**config.mk**
```make
export PLATFORM = sky130hd
export DESIGN_NAME = tipi_sreg_bank_flat
export DESIGN_NICKNAME = d
export VERILOG_FILES = /design/src/rtl/tipi_sreg_bank_pkg.sv /design/src/rtl/tipi_sreg_bank_if.sv /design/src/rtl/tipi_sync_edge.sv /design/src/rtl/tipi_sreg_bank.sv /design/src/flat_wrapper.sv
export SDC_FILE = /design/constraint.sdc
export NUM_CORES = 1
export LEC_CHECK = 0
export ABC_AREA = 1
export CORE_MARGIN = 2
export CORE_UTILIZATION = 55
export DETAILED_ROUTE_END_ITERATION = 7
export PLACE_DENSITY = 0.77
export SLEW_MARGIN = 5
export SYNTH_ARGS = -nofsm -noshare
export SYNTH_HDL_FRONTEND = slang
export SYNTH_HIERARCHICAL = 1
export SYNTH_SLANG_ARGS = --single-unit
```
**constraint.sdc**
```tcl
create_clock -name clk -period 1.9 [get_ports clk]
set_clock_uncertainty 0.2 [all_clocks]
set_input_delay 0.57 -clock clk [delete_from_list [all_inputs] [get_ports clk]]
set_output_delay 0.57 -clock clk [all_outputs]
set_load 0.02 [all_outputs]
```
**src/rtl/tipi_sreg_bank_pkg.sv**
```systemverilog
// -----------------------------------------------------------------------------
// tipi_pkg
// Shared definitions for the TI-99/4A <-> Raspberry Pi serial register bank:
//   RT_WRITE / RT_READ : values of the RPi direction line r_rt
//   link_state_e       : RPi link state (IDLE, SHIFT)
//   clog2()            : constant ceiling-log2 used for parameter checks/widths
// No ports (package).
// -----------------------------------------------------------------------------
package tipi_pkg;

  localparam logic RT_WRITE = 1'b0;  // RPi shifts data in
  localparam logic RT_READ  = 1'b1;  // RPi shifts data out

  typedef enum logic {
    IDLE  = 1'b0,
    SHIFT = 1'b1
  } link_state_e;

  function automatic int clog2(input int value);
    int res;
    int v;
    res = 0;
    v   = value - 1;
    while (v > 0) begin
      res++;
      v = v >> 1;
    end
    return res;
  endfunction

endpackage

```
**src/rtl/tipi_sreg_bank_if.sv**
```systemverilog
// -----------------------------------------------------------------------------
// tipi_sreg_bank_if
// Bundles the TI bus side and the RPi serial link of the register bank.
//   TI  : ti_wr, ti_wsel, ti_wdata (write), ti_rsel, ti_rdir, ti_rdata (read),
//         ti_rack (consume RPi->TI data)
//   RPi : r_clk, r_le, r_rt, r_ch, r_dout (to bank), r_din (from bank)
//   Status : tx_new, rx_new, rx_err (one bit per channel)
// master = bus owner / stimulus side, slave = register bank.
// -----------------------------------------------------------------------------
interface tipi_sreg_bank_if #(
  parameter int WIDTH    = 8,
  parameter int CHANNELS = 2,
  parameter int CH_W     = 1
);

  logic                ti_wr;
  logic [CH_W-1:0]     ti_wsel;
  logic [WIDTH-1:0]    ti_wdata;
  logic [CH_W-1:0]     ti_rsel;
  logic                ti_rdir;
  logic [WIDTH-1:0]    ti_rdata;
  logic                ti_rack;

  logic                r_clk;
  logic                r_le;
  logic                r_rt;
  logic [CH_W-1:0]     r_ch;
  logic                r_dout;
  logic                r_din;

  logic [CHANNELS-1:0] tx_new;
  logic [CHANNELS-1:0] rx_new;
  logic [CHANNELS-1:0] rx_err;

  modport master (
    output ti_wr, ti_wsel, ti_wdata, ti_rsel, ti_rdir, ti_rack,
    output r_clk, r_le, r_rt, r_ch, r_dout,
    input  ti_rdata, r_din, tx_new, rx_new, rx_err
  );

  modport slave (
    input  ti_wr, ti_wsel, ti_wdata, ti_rsel, ti_rdir, ti_rack,
    input  r_clk, r_le, r_rt, r_ch, r_dout,
    output ti_rdata, r_din, tx_new, rx_new, rx_err
  );

endinterface

```
**src/rtl/tipi_sync_edge.sv**
```systemverilog
// -----------------------------------------------------------------------------
// tipi_sync_edge
// Multi-flop synchroniser with rising-edge detect.
//   clk     : system clock
//   reset   : synchronous active-high reset (chain cleared -> no edge after reset)
//   async_i : asynchronous input
//   sync_o  : synchronised level
//   rise_o  : one-cycle pulse on a synchronised 0->1 transition
// -----------------------------------------------------------------------------
module tipi_sync_edge #(
  parameter int SYNC_STAGES = 2
) (
  input  logic clk,
  input  logic reset,
  input  logic async_i,
  output logic sync_o,
  output logic rise_o
);

  logic [SYNC_STAGES-1:0] chain_q;
  logic [SYNC_STAGES-1:0] chain_d;
  logic                   prev_q;

  assign chain_d = {chain_q[SYNC_STAGES-2:0], async_i};

  always_ff @(posedge clk) begin
    if (reset) begin
      chain_q <= '0;
      prev_q  <= 1'b0;
    end else begin
      chain_q <= chain_d;
      prev_q  <= chain_q[SYNC_STAGES-1];
    end
  end

  assign sync_o = chain_q[SYNC_STAGES-1];
  assign rise_o = sync_o & ~prev_q;

endmodule

```
**src/rtl/tipi_sreg_bank.sv**
```systemverilog
// -----------------------------------------------------------------------------
// tipi_sreg_bank
// CHANNELS pairs of WIDTH-bit registers between the TI-99/4A bus and the RPi
// serial link. Each pair: tx_reg (TI->RPi) and rx_reg (RPi->TI).
//   clk, reset : system clock, synchronous active-high reset
//   bus        : tipi_sreg_bank_if.slave (TI bus, RPi link, status flags)
// All async strobes (ti_wr, r_clk, r_le) are synchronised; r_rt/r_ch/r_dout
// are quasi-static (RPi changes them on the falling r_clk edge) and sampled
// directly when the synchronised events fire.
//
// Link states:
//   state | meaning
//   IDLE  | no transfer in progress; next r_clk event starts one
//   SHIFT | shifting; r_rt/r_ch captured at the first r_clk event
// -----------------------------------------------------------------------------
module tipi_sreg_bank
  import tipi_pkg::*;
#(
  parameter int WIDTH       = 8,
  parameter int CHANNELS    = 2,
  parameter int CH_W        = 1,
  parameter int SYNC_STAGES = 2
) (
  input  logic             clk,
  input  logic             reset,
  tipi_sreg_bank_if.slave  bus
);

  localparam int CNT_W = clog2(WIDTH + 2);
  localparam logic [CNT_W-1:0] CNT_FULL = CNT_W'(WIDTH);
  localparam logic [CNT_W-1:0] CNT_SAT  = CNT_W'(WIDTH + 1);

  generate
    if (CH_W != ((CHANNELS > 1) ? clog2(CHANNELS) : 1)) begin : g_bad_ch_w
      $error("tipi_sreg_bank: CH_W must equal clog2(CHANNELS), minimum 1");
    end
    if (SYNC_STAGES < 2) begin : g_bad_sync
      $error("tipi_sreg_bank: SYNC_STAGES must be at least 2");
    end
  endgenerate

  logic wr_lvl, wr_ev;
  logic rclk_lvl, rclk_ev;
  logic rle_lvl, rle_ev;

  tipi_sync_edge #(.SYNC_STAGES(SYNC_STAGES)) u_sync_wr (
    .clk(clk), .reset(reset), .async_i(bus.ti_wr), .sync_o(wr_lvl), .rise_o(wr_ev)
  );
  tipi_sync_edge #(.SYNC_STAGES(SYNC_STAGES)) u_sync_rclk (
    .clk(clk), .reset(reset), .async_i(bus.r_clk), .sync_o(rclk_lvl), .rise_o(rclk_ev)
  );
  tipi_sync_edge #(.SYNC_STAGES(SYNC_STAGES)) u_sync_rle (
    .clk(clk), .reset(reset), .async_i(bus.r_le), .sync_o(rle_lvl), .rise_o(rle_ev)
  );

  // Only the edges drive the bank; the levels are kept for observability.
  logic unused_levels;
  assign unused_levels = ^{wr_lvl, rclk_lvl, rle_lvl};

  logic [WIDTH-1:0]    tx_reg_q [CHANNELS];
  logic [WIDTH-1:0]    rx_reg_q [CHANNELS];
  logic [WIDTH-1:0]    shift_in_q;
  logic [WIDTH-1:0]    shift_out_q;
  logic [CNT_W-1:0]    bitcnt_q;
  logic [CNT_W-1:0]    bitcnt_d;
  logic                r_din_q;
  logic [CHANNELS-1:0] tx_new_q;
  logic [CHANNELS-1:0] rx_new_q;
  logic [CHANNELS-1:0] rx_err_q;
  link_state_e         link_q;
  logic                rt_q;
  logic [CH_W-1:0]     ch_q;
  logic                sel_change;

  assign sel_change = (bus.r_rt != rt_q) || (bus.r_ch != ch_q);

  // A select change seen together with an r_clk event starts a fresh
  // transfer, so that bit counts as the first one.
  always_comb begin
    bitcnt_d = bitcnt_q;
    if ((link_q == SHIFT) && sel_change)
      bitcnt_d = CNT_W'(1);
    else if (bitcnt_q != CNT_SAT)
      bitcnt_d = bitcnt_q + CNT_W'(1);
  end

  always_ff @(posedge clk) begin
    if (reset) begin
      for (int i = 0; i < CHANNELS; i++) begin
        tx_reg_q[i] <= '0;
        rx_reg_q[i] <= '0;
      end
      shift_in_q  <= '0;
      shift_out_q <= '0;
      bitcnt_q    <= '0;
      r_din_q     <= 1'b0;
      tx_new_q    <= '0;
      rx_new_q    <= '0;
      rx_err_q    <= '0;
      link_q      <= IDLE;
      rt_q        <= RT_WRITE;
      ch_q        <= '0;
    end else begin
      // Ack first so a same-cycle rx_new set below takes priority.
      if (bus.ti_rack)
        rx_new_q[bus.ti_rsel] <= 1'b0;

      // r_le has priority; a coincident r_clk event is dropped.
      if (rle_ev) begin
        link_q   <= IDLE;
        bitcnt_q <= '0;
        if (bus.r_rt == RT_READ) begin
          shift_out_q           <= tx_reg_q[bus.r_ch];
          r_din_q               <= tx_reg_q[bus.r_ch][WIDTH-1];
          tx_new_q[bus.r_ch]    <= 1'b0;
        end else if (bitcnt_q == CNT_FULL) begin
          rx_reg_q[bus.r_ch]    <= shift_in_q;
          rx_new_q[bus.r_ch]    <= 1'b1;
          rx_err_q[bus.r_ch]    <= 1'b0;
        end else begin
          rx_err_q[bus.r_ch]    <= 1'b1;
        end
      end else if (rclk_ev) begin
        link_q <= SHIFT;
        rt_q   <= bus.r_rt;
        ch_q   <= bus.r_ch;
        if (bus.r_rt == RT_READ) begin
          shift_out_q <= {shift_out_q[WIDTH-2:0], 1'b0};
          r_din_q     <= shift_out_q[WIDTH-2];
        end else begin
          shift_in_q  <= {shift_in_q[WIDTH-2:0], bus.r_dout};
          bitcnt_q    <= bitcnt_d;
        end
      end else if ((link_q == SHIFT) && sel_change) begin
        // Direction/channel changed mid-transfer: abandon it.
        link_q   <= IDLE;
        bitcnt_q <= '0;
      end

      // Placed last so a TI write beats a same-cycle RPi fetch clearing tx_new.
      if (wr_ev) begin
        tx_reg_q[bus.ti_wsel] <= bus.ti_wdata;
        tx_new_q[bus.ti_wsel] <= 1'b1;
      end
    end
  end

  always_comb begin
    bus.ti_rdata = bus.ti_rdir ? tx_reg_q[bus.ti_rsel] : rx_reg_q[bus.ti_rsel];
  end

  assign bus.r_din  = r_din_q;
  assign bus.tx_new = tx_new_q;
  assign bus.rx_new = rx_new_q;
  assign bus.rx_err = rx_err_q;

endmodule

```
**src/flat_wrapper.sv**
```systemverilog
// flat-port wrapper written by rule: the top's interface ports become plain ports
module tipi_sreg_bank_flat import tipi_pkg::*;
#(
  parameter int WIDTH       = 8,
  parameter int CHANNELS    = 2,
  parameter int CH_W        = 1,
  parameter int SYNC_STAGES = 2
)
  (clk, reset, bus_ti_wr, bus_ti_wsel, bus_ti_wdata, bus_ti_rsel, bus_ti_rdir, bus_ti_rack, bus_r_clk, bus_r_le, bus_r_rt, bus_r_ch, bus_r_dout, bus_ti_rdata, bus_r_din, bus_tx_new, bus_rx_new, bus_rx_err);
  tipi_sreg_bank_if #(.WIDTH(WIDTH), .CHANNELS(CHANNELS), .CH_W(CH_W)) bus_i ();
  input  logic clk;
  input  logic reset;
  input wire logic [$bits(bus_i.ti_wr)-1:0] bus_ti_wr;
  input wire logic [$bits(bus_i.ti_wsel)-1:0] bus_ti_wsel;
  input wire logic [$bits(bus_i.ti_wdata)-1:0] bus_ti_wdata;
  input wire logic [$bits(bus_i.ti_rsel)-1:0] bus_ti_rsel;
  input wire logic [$bits(bus_i.ti_rdir)-1:0] bus_ti_rdir;
  input wire logic [$bits(bus_i.ti_rack)-1:0] bus_ti_rack;
  input wire logic [$bits(bus_i.r_clk)-1:0] bus_r_clk;
  input wire logic [$bits(bus_i.r_le)-1:0] bus_r_le;
  input wire logic [$bits(bus_i.r_rt)-1:0] bus_r_rt;
  input wire logic [$bits(bus_i.r_ch)-1:0] bus_r_ch;
  input wire logic [$bits(bus_i.r_dout)-1:0] bus_r_dout;
  output wire logic [$bits(bus_i.ti_rdata)-1:0] bus_ti_rdata;
  output wire logic [$bits(bus_i.r_din)-1:0] bus_r_din;
  output wire logic [$bits(bus_i.tx_new)-1:0] bus_tx_new;
  output wire logic [$bits(bus_i.rx_new)-1:0] bus_rx_new;
  output wire logic [$bits(bus_i.rx_err)-1:0] bus_rx_err;
  assign bus_i.ti_wr = bus_ti_wr;
  assign bus_i.ti_wsel = bus_ti_wsel;
  assign bus_i.ti_wdata = bus_ti_wdata;
  assign bus_i.ti_rsel = bus_ti_rsel;
  assign bus_i.ti_rdir = bus_ti_rdir;
  assign bus_i.ti_rack = bus_ti_rack;
  assign bus_i.r_clk = bus_r_clk;
  assign bus_i.r_le = bus_r_le;
  assign bus_i.r_rt = bus_r_rt;
  assign bus_i.r_ch = bus_r_ch;
  assign bus_i.r_dout = bus_r_dout;
  assign bus_ti_rdata = bus_i.ti_rdata;
  assign bus_r_din = bus_i.r_din;
  assign bus_tx_new = bus_i.tx_new;
  assign bus_rx_new = bus_i.rx_new;
  assign bus_rx_err = bus_i.rx_err;
  tipi_sreg_bank #(.WIDTH(WIDTH), .CHANNELS(CHANNELS), .CH_W(CH_W), .SYNC_STAGES(SYNC_STAGES)) u_core (.clk(clk), .reset(reset), .bus(bus_i));
endmodule
```
### After elaboration in Yosys (flattened, before gate mapping)

Memories as Yosys holds them, arrays and structs flattened.
Cells that the tools add are included.

* flip-flop bits (word level): 38
* memory bits (read-only): 0
* bits in latches: 0
* output and inout port bits: 15
* logic and storage cells: 112
* memories: 2
* RAM bits: 32

* add/sub/neg operators: 1
* eq/ne operators: 7
* muxes and demuxes: 48
* order comparisons: 6
* reduce and logical (&&, ||, !) cells: 16
* multiply operators: 0
* shift operators: 0
* bitwise operators: 16
* divide/modulo/power cells: 0

Memory list
* u_core.rx_reg_q: depth 2, width 8, read ports 1, clocked after memory_dff 0, wr ports 2, line tipi_sreg_bank.sv:61 `logic [WIDTH-1:0] rx_reg_q [CHANNELS];`
* u_core.tx_reg_q: depth 2, width 8, read ports 2, clocked after memory_dff 0, wr ports 2, line tipi_sreg_bank.sv:60 `logic [WIDTH-1:0] tx_reg_q [CHANNELS];`

Operators by type and width (count)
* $mux 7: 4
* $mux 8: 3
* $mux 1: 23
* $mux 2: 10
* $mux 4: 5
* $reduce_or 8->1: 2
* $reduce_and 3->1: 3
* $and 2x2->2: 3
* $lt 1x2->1 const B: 3
* $ne 2x2->1 const B: 3
* $or 2x2->2: 3
* $reduce_bool 2->1: 3
* $not 1->1: 5
* $add 4x1->4 const B: 1
* $eq 4x4->1 const B: 1
* $logic_and 1x1->1: 4
* $ne 4x4->1 const B: 1
* $not 2->2: 2
* $reduce_and 2->1: 2
* $and 1x1->1: 3
* $demux 1 s1: 3
* $ge 1x1->1 const B: 3
* $ne 1x1->1: 2
* $reduce_or 2->1: 1
* $logic_or 1x1->1: 1

### Longest topological paths before layout

Gate-level depths: netlist of the first run.

* depth in word-level cells: 12
* mapped depth: 11
* depth with buffers taken out: 10

### By module

Netlist of the first run, hierarchy kept.

By module, submodules not included
* tipi_sreg_bank: area an instance 2786.4 sq um, sequential area each 1541.5 sq um, cells an instance 316, instances 1
* tipi_sync_edge: area an instance 86.3 sq um, sequential area each 60.1 sq um, cells an instance 10, instances 3

### Worst setup path before layout of the first run

No wires, ideal clock.

* path type: input -> output
* start point: input bus_ti_rsel
* end point: output bus_ti_rdata[5]
* stages: 4
* arrival time: 1.317 ns
* slack: -0.187 ns
* data required time: 1.130 ns
* buffers on the path: 1
* cells stage by stage: inv_1 > buf_2 > o21ai_0 > o22ai_1

* cells in the longest elaborated chain, start to end: 2
* elaborated cells on any way between the ends: 3
* those cells by class: mux (1); memory (2)

RTL lines
* from (decl): line flat_wrapper.sv:16 `input wire logic [$bits(bus_i.ti_rsel)-1:0] bus_ti_rsel;`
* $mem_v2 2x8 (on tied branches)
* $mux 8 (*): line tipi_sreg_bank.sv:149 `bus.ti_rdata = bus.ti_rdir ? tx_reg_q[bus.ti_rsel] : rx_reg_q[bus.ti_rsel];`
* to (decl): line flat_wrapper.sv:24 `output wire logic [$bits(bus_i.ti_rdata)-1:0] bus_ti_rdata;`

Every way passes the cells marked *; elsewhere a longest branch is shown, timed or not.

### Worst setup path in the final report of the first run

* start point: input bus_ti_rsel
* end point: output bus_ti_rdata[3]

The elaborated chain is that of the path after synthesis.

==> flow_summary.toml, run 1 <==
[run_status]
status = "finished with violations"
violations = "negative setup slack"

[global_routing]
grt_pass1_vias = 2593
antenna_found_initial = 0
grt_pass1_wl_mm = 11.5
track_usage_pct = 24.4
grt_max_degree = 17
overflow = 0

[layout]
areaGrowthSynthToFinish_pct = 34.2
nets = 446
utilization_pct = 75.2
layout-drive-gt1-share_pct = 25.9
fin_area_um2 = 4090
diodes = 0

[clock_tree]
cts_root_buf = "clkbuf_8"
cts_tree = "yes"
clock_sinks = 70
hold_buffers = 0
worstSkewPairLatency_ps = 340
cts_buffer_depth = 2
numCtsBuffers = 9
cts.clk_slew.worst_paths_ps = 60
cts_max_level = 3

[die]
core-area_um2 = 5440
start_util_pct = 56.0
fp.dieW_um = 78.4
die_area_um2 = 6150
pin_count = 35
rows = 27
die_h_um = 78.4

[synthesis]
yosys_warnings = 6
yosysMostFrequentCell = "nor2_1"
netlist.top_cell.by_area = "edfxtp_1"
ys_seq_elements = 70
async_reset_ff_share_pct = 0
synth_edf_count = 32
synth_area_leaders = "edfxtp_1 (32%), dfxtp_1 (25%), nor2_1 (10%), o21ai_0 (7.9%), a21oi_1 (4.8%)"
syn_nets = 369
synthCells = 346
synth_top_area_share_pct = 31.6
syn-cell-area_um2 = 3050
syn_avg_cell_area_um2 = 8.80
synth_cell_type_count = 28
synthTopCellsByCount = "nor2_1 (84), o21ai_0 (48), dfxtp_1 (38), inv_1 (38), edfxtp_1 (32)"
synth_ff_type = "dfxtp_1"
yosysSeqAreaShare_pct = 56.5

[power_and_ir_drop]
p_leak_nw = 1.72
ir_drop_mv = 0.654
pwr_density_cell_nw_per_um2 = 766

[place]
port_buffers = 34
place_area_um2 = 3810
hpwl_mm = 4.93
gp_congestion = 0.872

[job]
cap_viol_max_count = 0

[timing]
fmax_mhz = 455
setup_tns_ps = -1980
fin_ws_ps = -296
rsz0062_at_grt = "true"
slew_viol_final = 0
slew_headroom_pct = 77.8
setup_violations = 8
fin_crit_sh_pct = 116
tightest_slew_ps = 332
fin_crit_ps = 2200
hold_violations = 0

[route]
wl_per_cell_um = 13.9
vias = 2572
first_pass_iters = 5
drt_iter0_drc = 200
ant_nets = 0
drc = 0
avgViaCountPerCell = 5.14
drt-total-wl_mm = 6.93

[critical_path]
cp-start-kind = "input pin"
crit_type = "in -> out"
crit_fanout = 7
cp-end-kind = "output port"
required_ps = 1130
cp.arrival_ps = 1430

[min_path]
hold_path.class = "reg -> reg"
final cells by class:
class / instances / area, um2
inverter: 45 / 175
sequential: 70 / 1720
clock buffer: 15 / 166
fill: 373 / 1350
timing repair buffer: 77 / 747
multi-input combinational: 220 / 1180
clock inverter: 1 / 3.75
tap: 72 / 90.1
routing by layer:
metal  track usage, %  wire (um)  vias to the layer above
li1                 -          -                     1301
met4             11.1        157                        0
met5                0          0                        -
met3             5.17        338                       17
met1             29.9       2930                     1186
met2             41.6       3510                       68
flip-flops by register name (all words and copies together), names as in the netlist, named ones only:
name                        flops
u_core/link_q                   1
u_core/rx_reg_q                16
u_core/shift_out_q              7
u_core/u_sync_rclk/prev_q       1
u_core/u_sync_rle/prev_q        1
u_core/u_sync_rclk/chain_q      2
u_core/u_sync_rle/chain_q       2
u_core/rt_q                     1
u_core/shift_in_q               8
u_core/bitcnt_q                 4
u_core/u_sync_wr/prev_q         1
u_core/bus.tx_new               2
u_core/u_sync_wr/chain_q        2
u_core/bus.r_din                1
u_core/tx_reg_q                16
u_core/bus.rx_new               2
u_core/ch_q                     1
power breakdown:
group / internal, W / leakage (nW) / switching (W)
registers: 0.00163 / 0.642 / 0.0000316
logic: 0.000198 / 0.997 / 0.000225
clock network: 0.000544 / 0.0854 / 0.000502
total: 0.00237 / 1.72 / 0.000758
critical path: stages:
cell and delay (ps):
buf_8 80, clkinvlp_4 180, buf_6 200, nor2_2 140, o22ai_2 110, buf_6 150
layout by cell type, fill, tap and decap left out, types with 2 or more instances in the layout:
cell             Yosys  routed
buf_4                2      32
o21ai_0             48      35
nor3_4               1       2
buf_12               0       5
dfxtp_1             38      38
clkbuf_1             1       4
inv_1               38      36
nor2_1              84      78
ha_1                 3       3
dlygate4sd2_1        0       9
nor2_4               2       2
o21ai_2              1      11
clkbuf_8             0      11
nand3_1              8       8
nand2_4              3       3
nand2_2              5       5
o22ai_2              0       7
inv_2                7       7
o21ai_1              0       3
nand2_1             21      21
buf_6                3      14
edfxtp_1            32      32
nor2_2               1       7
a21oi_1             29      28
clkdlybuf4s50_1      0      15
through the flow:
step	power [W]	hold slack, ps	setup slack, ps	cells
after floorplan	0.00189	188	-2.19	346
after global placement	0.00207	191	-1130	481
after detailed placement	0.00208	199	-1210	481
after CTS	0.00313	210	-236	500
after global routing	0.00325	222	-305	500
final	0.00313	206	-296	500
cell families after synthesis:
family / Yosys count / share of synthesized area (%)
compound gates: 89 / 15.4
xor+xnor: 1 / 0.288
fa+ha+maj: 3 / 1.23
buf+inv: 56 / 8.09
flops: 70 / 56.5
simple gates: 127 / 18.4
what timing repair did:
action,in CTS,in global routing
resized for setup,99,8
pin swaps,2,3
buffers inserted,2,0
cloned,1,0
setup endpoints to repair,34,8
final timing paths:
| path | start | endpoint | slack (ps) | cells after the start |
|---|---|---|---|---|
| worst min-delay path | u_core/u_sync_wr/chain_q[0] | u_core/u_sync_wr/chain_q[1] | 210 | 2 |
| worst max register to register | u_core/u_sync_rle/chain_q[1] | u_core/rx_reg_q[1][6] | 200 | 7 |
| worst min register to register | u_core/u_sync_wr/chain_q[0] | u_core/u_sync_wr/chain_q[1] | 210 | 2 |
| worst max-delay path | bus_ti_rsel | bus_ti_rdata[3] | -300 | 6 |
(Power assumes the default switching activity.)
==> run 2, diff against run 1 <==
Settings changed: ABC_AREA 1 to default.
==> run 2 against run 1 <==
Critical endpoint is now bus_ti_rdata[1]. Critical path depth down 2. Synthesized area grew 1.1%. Sequential power hardly changed. Register-to-register slack worse by 50 ps. Critical path type unchanged. Non-clock buffer count shrank 8. Count of clock-buffer cells in the layout stayed put. Cell count decreased by 20%. The flow still finishes with violations (negative setup slack). Global-route usage shrank 2.8 points.
==> flow_summary.toml, run 2 <==
[layout]
mostFrequentLayoutCells = "dfxtp_1 (38), and2_1 (33), buf_4 (32), edfxtp_1 (32), nor2_1 (16)"
areaGrowthSynthToFinish_pct = 27.9
fillers = 423
multi_input_area_um2 = 1290
fin_area_um2 = 3940
diodes = 0
reg.largest.list = "u_core/rx_reg_q (16), u_core/tx_reg_q (16), u_core/shift_in_q (8)"
nets = 345
regArea_um2 = 1720
layout-drive-gt1-share_pct = 27.8
layout_commonest_cell = "dfxtp_1"

[place]
gp_congestion = 0.786
hpwl_mm = 4.47
port_buffers = 34
dp_slack_ps = -1160
place_area_um2 = 3690

[global_routing]
track_usage_pct = 21.7
grt_max_degree = 16
overflow = 0
grt_pass1_wl_mm = 10.0
antenna_found_initial = 0
grt_pass1_vias = 2103

[synthesis]
synth_top_area_share_pct = 31.2
synth_simple_gate_area_share_pct = 18.9
synth_area_leaders = "edfxtp_1 (31%), dfxtp_1 (25%), and2_1 (6.7%), mux4_2 (5.9%), mux2i_1 (3.6%)"
synthTopCellsByCount = "dfxtp_1 (38), and2_1 (33), edfxtp_1 (32), nor2_1 (17), o21ai_0 (16)"
synthCells = 255
yosysSeqAreaShare_pct = 55.9
synth_compound_area_share_pct = 8.37
yosysMostFrequentCell = "dfxtp_1"
synth_cell_type_count = 42
synth_ff_type = "dfxtp_1"
syn_nets = 278
synth_edf_count = 32
muxShareOfSynthArea_pct = 12.0
netlist.top_cell.by_area = "edfxtp_1"
async_reset_ff_share_pct = 0
synth_top_family_by_area = "simple AND/OR/NAND/NOR gates"
synth_xor_area_share_pct = 0.569
syn_avg_cell_area_um2 = 12.1
yosys_warnings = 6
ys_seq_elements = 70
synthAdderAreaFrac_pct = 1.22
syn-cell-area_um2 = 3080

[clock_tree]
hold_buffers = 0
numCtsBuffers = 9
cts_max_level = 3
cts_tree = "yes"
cts.clk_slew.worst_paths_ps = 60
clock_sinks = 70
cts_buffer_depth = 2
worstSkewPairLatency_ps = 330
cts_root_buf = "clkbuf_8"

[timing]
setup_violations = 8
fin_ws_ps = -294
fin_crit_sh_pct = 115
tightest_slew_ps = 357
slew_headroom_pct = 76.1
rsz0062_at_grt = "true"
fin_crit_ps = 2190
fmax_mhz = 456
hold_violations = 0
slew_viol_final = 0

[run_status]
status = "finished with violations"
violations = "negative setup slack"

[min_path]
hold_path.class = "reg -> reg"
holdPathStages = 1

[route]
first_pass_iters = 4
drt-total-wl_mm = 6.37
drc = 0
avgViaCountPerCell = 5.31
vias = 2117
ant_nets = 0
wl_per_cell_um = 16.0
drt_iter0_drc = 128

[critical_path]
required_ps = 1130
cp-start-kind = "input pin"
crit_fanout = 4
cp-end-kind = "output port"
reg2reg_depth = 5
crit_type = "in -> out"
cp.arrival_ps = 1420

[die]
fp.dieW_um = 78.8
die_area_um2 = 6210
core-area_um2 = 5470
rows = 27
die_h_um = 78.8
start_util_pct = 56.3
pin_count = 35

[power_and_ir_drop]
p_leak_nw = 1.62
power_w = 0.00314
pwr_density_cell_nw_per_um2 = 796
ir_drop_mv = 0.725

[job]
cap_viol_max_count = 0
[run 2: changes by cell type in the layout (fill, tap and decap cells not counted), moves of 7 or more]
| cell | change |
|---|---|
| mux2_2 | +7 |
| inv_1 | -32 |
| a21oi_1 | -18 |
| o22ai_2 | -7 |
| nor2_1 | -62 |
| nor2b_1 | +10 |
| o21ai_2 | -10 |
| inv_2 | -7 |
| mux2i_1 | +11 |
| o21ai_0 | -21 |
| and2_1 | +33 |
| mux4_2 | +8 |
| nand2_1 | -8 |
[run 2: final cells by class]
cell class | count | area share (%)
Multi-Input combinational cell | 168 | 32.8
Sequential cell | 70 | 43.7
Tap cell | 72 | 2.29
Timing Repair Buffer | 69 | 16.1
Clock buffer | 15 | 3.97
Inverter | 4 | 0.381
Clock inverter | 1 | 0.762
[run 2: cells by family after synthesis]
| family | Yosys count |
|---|---|
| and+or+nand+nor | 96 |
| adders and majority gates | 3 |
| muxes | 26 |
| buffers and inverters | 17 |
| xor gates and xnor gates | 2 |
| DFF | 70 |
| AOI/OAI and AO/OA | 41 |
[run 2: what timing repair did]
| action | CTS | global route |
|---|---|---|
| buffers inserted | 1 | 1 |
| pin swaps | 0 | 2 |
| cloned | 0 | 0 |
| resized for setup | 70 | 5 |
| endpoints found under the setup margin | 51 | 20 |
[run 2: per-stage QoR]
| step | TNS [ps] | util (%) | cells | hold WS [ps] |
|---|---|---|---|---|
| 6_report | -2270 | 72.0 | 399 | 248 |
| 5_1_grt | -2440 | 72.0 | 399 | 257 |
| 4_1_cts | -2290 | 71.3 | 398 | 253 |
| 3_5_place_dp | -39050 | 67.4 | 381 | 231 |
| 3_3_place_gp | -38210 | 67.4 | 381 | 222 |
| 2_1_floorplan | -3200 | - | 255 | 214 |
[run 2: final timing paths]
| kind | startpoint | to | slack [ps] |
|---|---|---|---|
| worst min register to register | u_core/u_sync_rle/chain_q[0] | u_core/u_sync_rle/chain_q[1] | 250 |
| worst min-delay path | u_core/u_sync_rle/chain_q[0] | u_core/u_sync_rle/chain_q[1] | 250 |
| worst max register to register | u_core/u_sync_rle/chain_q[1] | u_core/rx_reg_q[1][1] | 150 |
| worst max-delay path | bus_ti_rsel | bus_ti_rdata[1] | -290 |
[run 2: where the power goes]
part	internal [W]	switching, W	leakage (nW)	total [W]
Clock	0.000647	0.000504	0.0919	0.00115
Sequential	0.00163	0.0000249	0.630	0.00165
Combinational	0.000179	0.000157	0.899	0.000337
[run 2: routing by layer]
metal / up-vias / routed length, um / track usage, % / share of wire (%)
met5: - / 0 / 0 / 0
met4: 0 / 54 / 7.93 / 0.85
met3: 4 / 318 / 5.11 / 5.0
met2: 53 / 3140 / 35.7 / 49
met1: 1017 / 2860 / 28.0 / 45
li1: 1043 / - / - / -
[run 2: worst max-delay path: stages]
cell    delay (ps)
buf_8           80
buf_6          110
mux4_2         510
buf_6          150
